===== src/rtl/mips_multicycle_ctrl.sv =====
// Multicycle MIPS main control FSM. The addi states exist only when MIPS_CTRL_ADDI_EN is defined.
// Latency: Moore outputs decoded from State. In FETCH, IRWrite and PCWrite follow MemReady combinationally.
// Backpressure: each cycle MemReady is low holds FETCH, MEMRD or MEMWR for one more cycle.
module mips_multicycle_ctrl (
    input  logic       clk,
    input  logic       rst_n,
    input  logic [5:0] Op,
    input  logic       MemReady,
    output logic       MemWrite,
    output logic       IRWrite,
    output logic       PCWrite,
    output logic       Branch,
    output logic [1:0] PCSrc,
    output logic       ALUSrcA,
    output logic [1:0] ALUSrcB,
    output logic       IorD,
    output logic       RegWrite,
    output logic       RegDst,
    output logic       MemtoReg,
    output logic [1:0] ALUOp,
    output logic [3:0] State,
    output logic       IllegalOp
);

    localparam logic [3:0] S_FETCH   = 4'd0;
    localparam logic [3:0] S_DECODE  = 4'd1;
    localparam logic [3:0] S_MEMADR  = 4'd2;
    localparam logic [3:0] S_MEMRD   = 4'd3;
    localparam logic [3:0] S_MEMWB   = 4'd4;
    localparam logic [3:0] S_MEMWR   = 4'd5;
    localparam logic [3:0] S_EXECUTE = 4'd6;
    localparam logic [3:0] S_ALUWB   = 4'd7;
    localparam logic [3:0] S_BEQ     = 4'd8;
`ifdef MIPS_CTRL_ADDI_EN
    localparam logic [3:0] S_ADDIEX  = 4'd9;
    localparam logic [3:0] S_ADDIWB  = 4'd10;
    localparam logic [5:0] OP_ADDI   = 6'b001000;
`endif
    localparam logic [3:0] S_JUMP    = 4'd11;

    localparam logic [5:0] OP_LW    = 6'b100011;
    localparam logic [5:0] OP_SW    = 6'b101011;
    localparam logic [5:0] OP_RTYPE = 6'b000000;
    localparam logic [5:0] OP_BEQ   = 6'b000100;
    localparam logic [5:0] OP_J     = 6'b000010;

    logic [3:0] state_q;
    logic [3:0] state_d;
    logic       illegal_q;
    logic       illegal_set;

    always_ff @(posedge clk or negedge rst_n) begin
        if (!rst_n) begin
            state_q   <= S_FETCH;
            illegal_q <= 1'b0;
        end else begin
            state_q <= state_d;
            if (illegal_set) begin
                illegal_q <= 1'b1;
            end
        end
    end

    always_comb begin
        state_d     = S_FETCH;
        illegal_set = 1'b0;
        case (state_q)
            S_FETCH:   state_d = MemReady ? S_DECODE : S_FETCH;
            S_DECODE: begin
                case (Op)
                    OP_LW, OP_SW: state_d = S_MEMADR;
                    OP_RTYPE:     state_d = S_EXECUTE;
                    OP_BEQ:       state_d = S_BEQ;
`ifdef MIPS_CTRL_ADDI_EN
                    OP_ADDI:      state_d = S_ADDIEX;
`endif
                    OP_J:         state_d = S_JUMP;
                    default: begin
                        state_d     = S_FETCH;
                        illegal_set = 1'b1;
                    end
                endcase
            end
            // IR is held after DECODE, so Op is still the current instruction here.
            S_MEMADR:  state_d = (Op == OP_SW) ? S_MEMWR : S_MEMRD;
            S_MEMRD:   state_d = MemReady ? S_MEMWB : S_MEMRD;
            S_MEMWR:   state_d = MemReady ? S_FETCH : S_MEMWR;
            S_EXECUTE: state_d = S_ALUWB;
`ifdef MIPS_CTRL_ADDI_EN
            S_ADDIEX:  state_d = S_ADDIWB;
`endif
            default:   state_d = S_FETCH;
        endcase
    end

    // Reset forces every control low, including the MemReady-driven FETCH strobes.
    always_comb begin
        MemWrite = 1'b0;
        IRWrite  = 1'b0;
        PCWrite  = 1'b0;
        Branch   = 1'b0;
        PCSrc    = 2'b00;
        ALUSrcA  = 1'b0;
        ALUSrcB  = 2'b00;
        IorD     = 1'b0;
        RegWrite = 1'b0;
        RegDst   = 1'b0;
        MemtoReg = 1'b0;
        ALUOp    = 2'b00;
        if (rst_n) begin
            case (state_q)
                S_FETCH: begin
                    ALUSrcB = 2'b01;
                    IRWrite = MemReady;
                    PCWrite = MemReady;
                end
                S_DECODE:  ALUSrcB = 2'b11;
                S_MEMADR: begin
                    ALUSrcA = 1'b1;
                    ALUSrcB = 2'b10;
                end
                S_MEMRD:   IorD = 1'b1;
                S_MEMWB: begin
                    MemtoReg = 1'b1;
                    RegWrite = 1'b1;
                end
                S_MEMWR: begin
                    IorD     = 1'b1;
                    MemWrite = 1'b1;
                end
                S_EXECUTE: begin
                    ALUSrcA = 1'b1;
                    ALUOp   = 2'b10;
                end
                S_ALUWB: begin
                    RegDst   = 1'b1;
                    RegWrite = 1'b1;
                end
                S_BEQ: begin
                    ALUSrcA = 1'b1;
                    ALUOp   = 2'b01;
                    PCSrc   = 2'b01;
                    Branch  = 1'b1;
                end
`ifdef MIPS_CTRL_ADDI_EN
                S_ADDIEX: begin
                    ALUSrcA = 1'b1;
                    ALUSrcB = 2'b10;
                end
                S_ADDIWB:  RegWrite = 1'b1;
`endif
                S_JUMP: begin
                    PCSrc   = 2'b10;
                    PCWrite = 1'b1;
                end
                default: ;
            endcase
        end
    end

    assign State     = state_q;
    assign IllegalOp = illegal_q;

endmodule


===== config.mk =====
export PLATFORM = sky130hd
export DESIGN_NAME = mips_multicycle_ctrl
export DESIGN_NICKNAME = d
export VERILOG_FILES = /design/src/rtl/mips_multicycle_ctrl.sv
export SDC_FILE = /design/constraint.sdc
export NUM_CORES = 1
export LEC_CHECK = 0
export CORE_MARGIN = 5
export CORE_UTILIZATION = 35
export DETAILED_ROUTE_END_ITERATION = 6
export MAX_ROUTING_LAYER = met4
export PLACE_DENSITY = 0.77
export SYNTH_ARGS = -nofsm -noshare
export SYNTH_HDL_FRONTEND = slang
export SYNTH_SLANG_ARGS = --single-unit
export TNS_END_PERCENT = 20

===== constraint.sdc =====
create_clock -name clk -period 1.2 [get_ports clk]
set_input_delay 0.36 -clock clk [delete_from_list [all_inputs] [get_ports clk]]
set_output_delay 0.36 -clock clk [all_outputs]
set_load 0.05 [all_outputs]

After elaboration in Yosys (flattened, before gate mapping)
Cells that the tools add are included.

Bits in registers: 5. Logic and storage cells: 54.

Equal/unequal tests: 13. Mux-type cells: 32. Reduce and logical (&&, ||, !) cells: 7.

Operator list (number): $pmux W4 S6 (1); $mux W1 (20); $eq A4 B3 Y1 const B (4); $pmux W4 S4 (1); $eq A6 B6 Y1 const B (2); $mux W3 (3); $eq A4 B2 Y1 const B (2); $eq A4 B4 Y1 const B (2); $pmux W2 S2 (2); $eq A6 B2 Y1 const B (1); $eq A6 B3 Y1 const B (1); $logic_not A6 Y1 (1); $mux W2 (3); $pmux W2 S3 (1); $reduce_or A2 Y1 (3); $reduce_or A5 Y1 (1); $eq A4 B1 Y1 const B (1); $logic_not A4 Y1 (1); $reduce_or A3 Y1 (1); $pmux W1 S2 (1).

Longest topological paths before layout
Word-level depth: 4. Mapped depth: 4.

Worst setup path before layout
Ideal clock, no wire load.

Path kind: flip-flop to output port. Start: reg state_q[1] (netlist: State[1]). End: out ALUSrcB[0]. Arrival time: 2.559 ns. Required time: 0.840 ns. Path slack: -1.719 ns. Stages on the path, launching flop included: 3. Path buffers: 1. Path through: dfrtp_1 -> buf_4 -> nor4b_1.

Longest elaborated chain between the ends: 3. Elaborated cells between the ends (all ways): 5. Those cells by class: 2 x eq/ne; 2 x mux; 1 x reduce/logical.

Ends and longest elaborated chain: from (decl) (RTL line 47) `logic [3:0] state_q;`; from (signal assigned) (RTL line 57) `state_q <= state_d;`; $eq A4 B2 Y1, or another cell as far along (RTL line 111) `case (state_q)`; $pmux W2 S3 (*) (RTL line 111); $mux W2 (*) (RTL line 110) `if (rst_n) begin`; to (decl) (RTL line 15) `output logic [1:0] ALUSrcB,`.

Mark *: on every way between the ends. The rest lies on a longest branch, timed or not.

Final worst setup path
Start: reg state_q[2] (netlist: State[2]). End: out ALUSrcA.

Longest elaborated chain between the ends: 4. Elaborated cells between the ends (all ways): 6. Those cells by class: 3 x eq/ne; 2 x mux; 1 x reduce/logical.

Ends and longest elaborated chain: $eq A4 B4 Y1, or another cell as far along (RTL line 111); $reduce_or A3 Y1 (no source line) (*); $mux W1 (*) (RTL line 111); $mux W1 (*) (RTL line 110); to (decl) (RTL line 14) `output logic ALUSrcA,`.

Marks and branches as above.

==> summary.md <==
| Metric | Value |
|---|---|
| Clk_lat worst skew | 0.26 ns |
| Pre-CTS WS | -0.826 ns |
| Async set-reset flop share out of synthesis | 100% |
| Clk sink count | 5 |
| Htree depth | 1 |
| CTS buffer count | 3 |
| Reg2Reg Depth | 4 |
| Number of diodes | 0 |
| Fin util | 92.3% |
| Reg2reg start | State[1]$_DFF_PN0_ |
| TritonRoute pass-1 iters | 4 |
| Core area | 1540 um2 |
| Final hold violation count | 0 |
| Clock skew | 0.000536 ns |
| Root Buffer | clkbuf_4 |
| Avg Inst Size Synth | 8.85 um2 |
| Vias per Instance | 5.84 |
| Max-slew violation count | 0 |
| Top FF cell, synth | dfrtp_1 |
| Total Routed Length | 2910 um |
| # DRC | 0 |
| Most frequent cells in the layout | buf_12, buf_4, clkdlybuf4s50_1 |
| Placed insts | 129 |
| Critical Path Start Type | register |
| Cells after synthesis | 66 |
| Critical path, cell by cell | buf_6, nor3b_2, nor2_1, nor3b_2, buf_12 |
| Met1 global-route usage | 31.4% |
| Die area | 2590 um2 |
| Fin cells | 135 |
| Share of power burned in registers | 12.9% |
| Dpl hpwl | 1790 um |
| Most Crowded Layer GR | met2 |
| Worst Hold Class | input pin to async pin |
| Routed Antenna Nets | 0 |
| GRT Total Usage | 24.6% |
| Pwr dens | 1540 nW/um2 |
| Rows | 14 |
| R2R setup slack | -0.27 ns |
| Accumulated negative setup slack | -10.75 ns |
| Critical path depth | 5 |
| CP max FO | 4 |
| Nets@finish | 129 |
| Register area share after synthesis | 21.4% |
| Synth Cell Area | 584 um2 |
| Worst reg2reg endpoint | State[0]$_DFF_PN0_ |
| Critical Path AT | 1.44 ns |
| Crit-path leading delay family | simple AND/OR/NAND/NOR gates |
| Synth warnings | 0 |
| Sw Share | 47.3% |
| Port Buffers | 28 |
| Max Freq | 554 MHz |
| Crit end category | primary output |
| Wire per inst | 21.5 um |
| Clock share of power | 10.2% |
| GR Util met2 | 41.7% |
| Initial antenna violation count | 0 |
| RSZ-0062 raised after global routing | yes |
| Crit path kind | register to primary output |
| Gate power share | 76.9% |
| Initial Util | 37.9% |
| Minimum clock period | 1.80 ns |
| Area of the multi-input gates | 533 um2 |
| Synth unique cells | 37 |
| CTS max path bufs | 2 |
| 1st-iter DRT viols | 29 |
| GPL Wtd Cong | 0.806 |
| Seq cells post-synth | 5 |
| Die Ht | 50.9 um |
| Fillers | 51 |
| Slowest CP cell | dfrtp_2 |
| Peak VDD IR | 1280 uV |
| CP Buf/Inv Count | 2 |
| Post-route setup slack | -0.605 ns |
| Most frequent CP cell | nor3b_2 |
| Period utilisation layout | 150% |
| LEAKAGE | 0.610 nW |
| Internal power | 1.16 mW |
| Rel. slew slack | 75.9% |
| Maximum number of pins on one net before global-route repair | 11 |
| CTS clk-pin slew, worst paths | 0.05 ns |
| Hold_ws | 0.202 ns |
| Critical Path RT | 0.84 ns |
| Die width | 50.9 um |
| Failing checks | negative setup slack |
| I/O pins | 29 |
| First-pass GRT wire length | 4690 um |
| Worst-Margin Slew | 0.359 ns |
| Post-synth EDFFs | 0 |
| Final Power | 2.20 mW |
| Met3 GRT Util | 0.872% |
| Endpoints failing setup | 24 |
| Area grow syn2layout | 143% |
| Net Count, Synth | 75 |
| Placed Area | 1310 um2 |
| Overflow after GRT | 0 |
| Final Cell Area | 1420 um2 |
| Layout cell share with drive strength beyond 1 | 69.7% |
| Max Cap Viol | 0 |
| Register area | 130 um2 |
| Crit path largest cell delay | 0.41 ns |
| CTS tree | done |
| Vias in the first global route | 833 |
| Total number of vias | 788 |
| Status | finished, violations left |
| Net load switching power | 1.04 mW |
how the worst max path moves through the flow:
stage,slack [ns],endpoint,startpoint
after global routing,-0.68,RegWrite,State[3]$_DFF_PN0_
final,-0.60,ALUSrcA,State[2]$_DFF_PN0_
after detailed placement,-0.83,PCSrc[0],rst_n
after floorplan,-0.85,PCSrc[0],State[3]$_DFF_PN0_
after CTS,-0.59,PCSrc[0],State[2]$_DFF_PN0_
after global placement,-0.78,Branch,rst_n
kinds of logic after synthesis:
family | Yosys count | share of synthesized area (%)
simple gates | 41 | 51.2
compound gates | 13 | 18.0
buf+inv | 6 | 7.92
flops | 5 | 21.4
xor+xnor | 1 | 1.50
state kept, by name, summed over array words and instances, names as in the netlist:
signal,flops
State,4
IllegalOp,1
synthesized netlist by cell type (2+ instances only):
master / instances / area (um2)
nand2b_1: 3 / 18.8
buf_4: 2 / 15.0
nand2_1: 2 / 7.51
nand3b_1: 2 / 15.0
nor3b_2: 4 / 50.1
nor2b_1: 4 / 25.0
and3_1: 4 / 25.0
buf_6: 2 / 22.5
dfrtp_1: 5 / 125
and2b_1: 2 / 15.0
nor2_1: 6 / 22.5
nor3_1: 5 / 25.0
power by group through the flow:
stage / registers, mW / clock network (mW) / logic [mW]
6_report: 0.283 / 0.224 / 1.69
2_1_floorplan: 0.377 / 0 / 0.683
3_5_place_dp: 0.268 / 0 / 1.55
5_1_grt: 0.289 / 0.240 / 1.75
3_3_place_gp: 0.267 / 0 / 1.51
4_1_cts: 0.273 / 0.221 / 1.61
worst reg2reg max path, cell delays in order, from the launching register on:
cell and delay (ns):
dfrtp_2 0.49, buf_4 0.20, nor4b_4 0.40, nand2_2 0.12
o22ai_1 0.17
timing repair:
item | in CTS | in global routing
hold buffers | 0 | 0
endpoints found under the hold margin | 0 | 0
resized for setup | 11 | 11
endpoints found under the setup margin | 24 | 25
pin swaps | 11 | 5
setup buffers | 2 | 0
routing by layer:
layer / share of wire, % / vias to the layer above
li1: - / 353
met1: 37 / 387
met2: 55 / 39
met3: 5.4 / 9
met4: 2.4 / 0
met5: 0 / -
layout make-up:
class / instances / share of cell area (%)
timing repair buffer: 54 / 49.7
multi-input combinational: 55 / 37.5
inverter: 1 / 0.440
clock buffer: 4 / 1.85
tap: 16 / 1.41
sequential: 5 / 9.15
(Power assumes the default switching activity.)
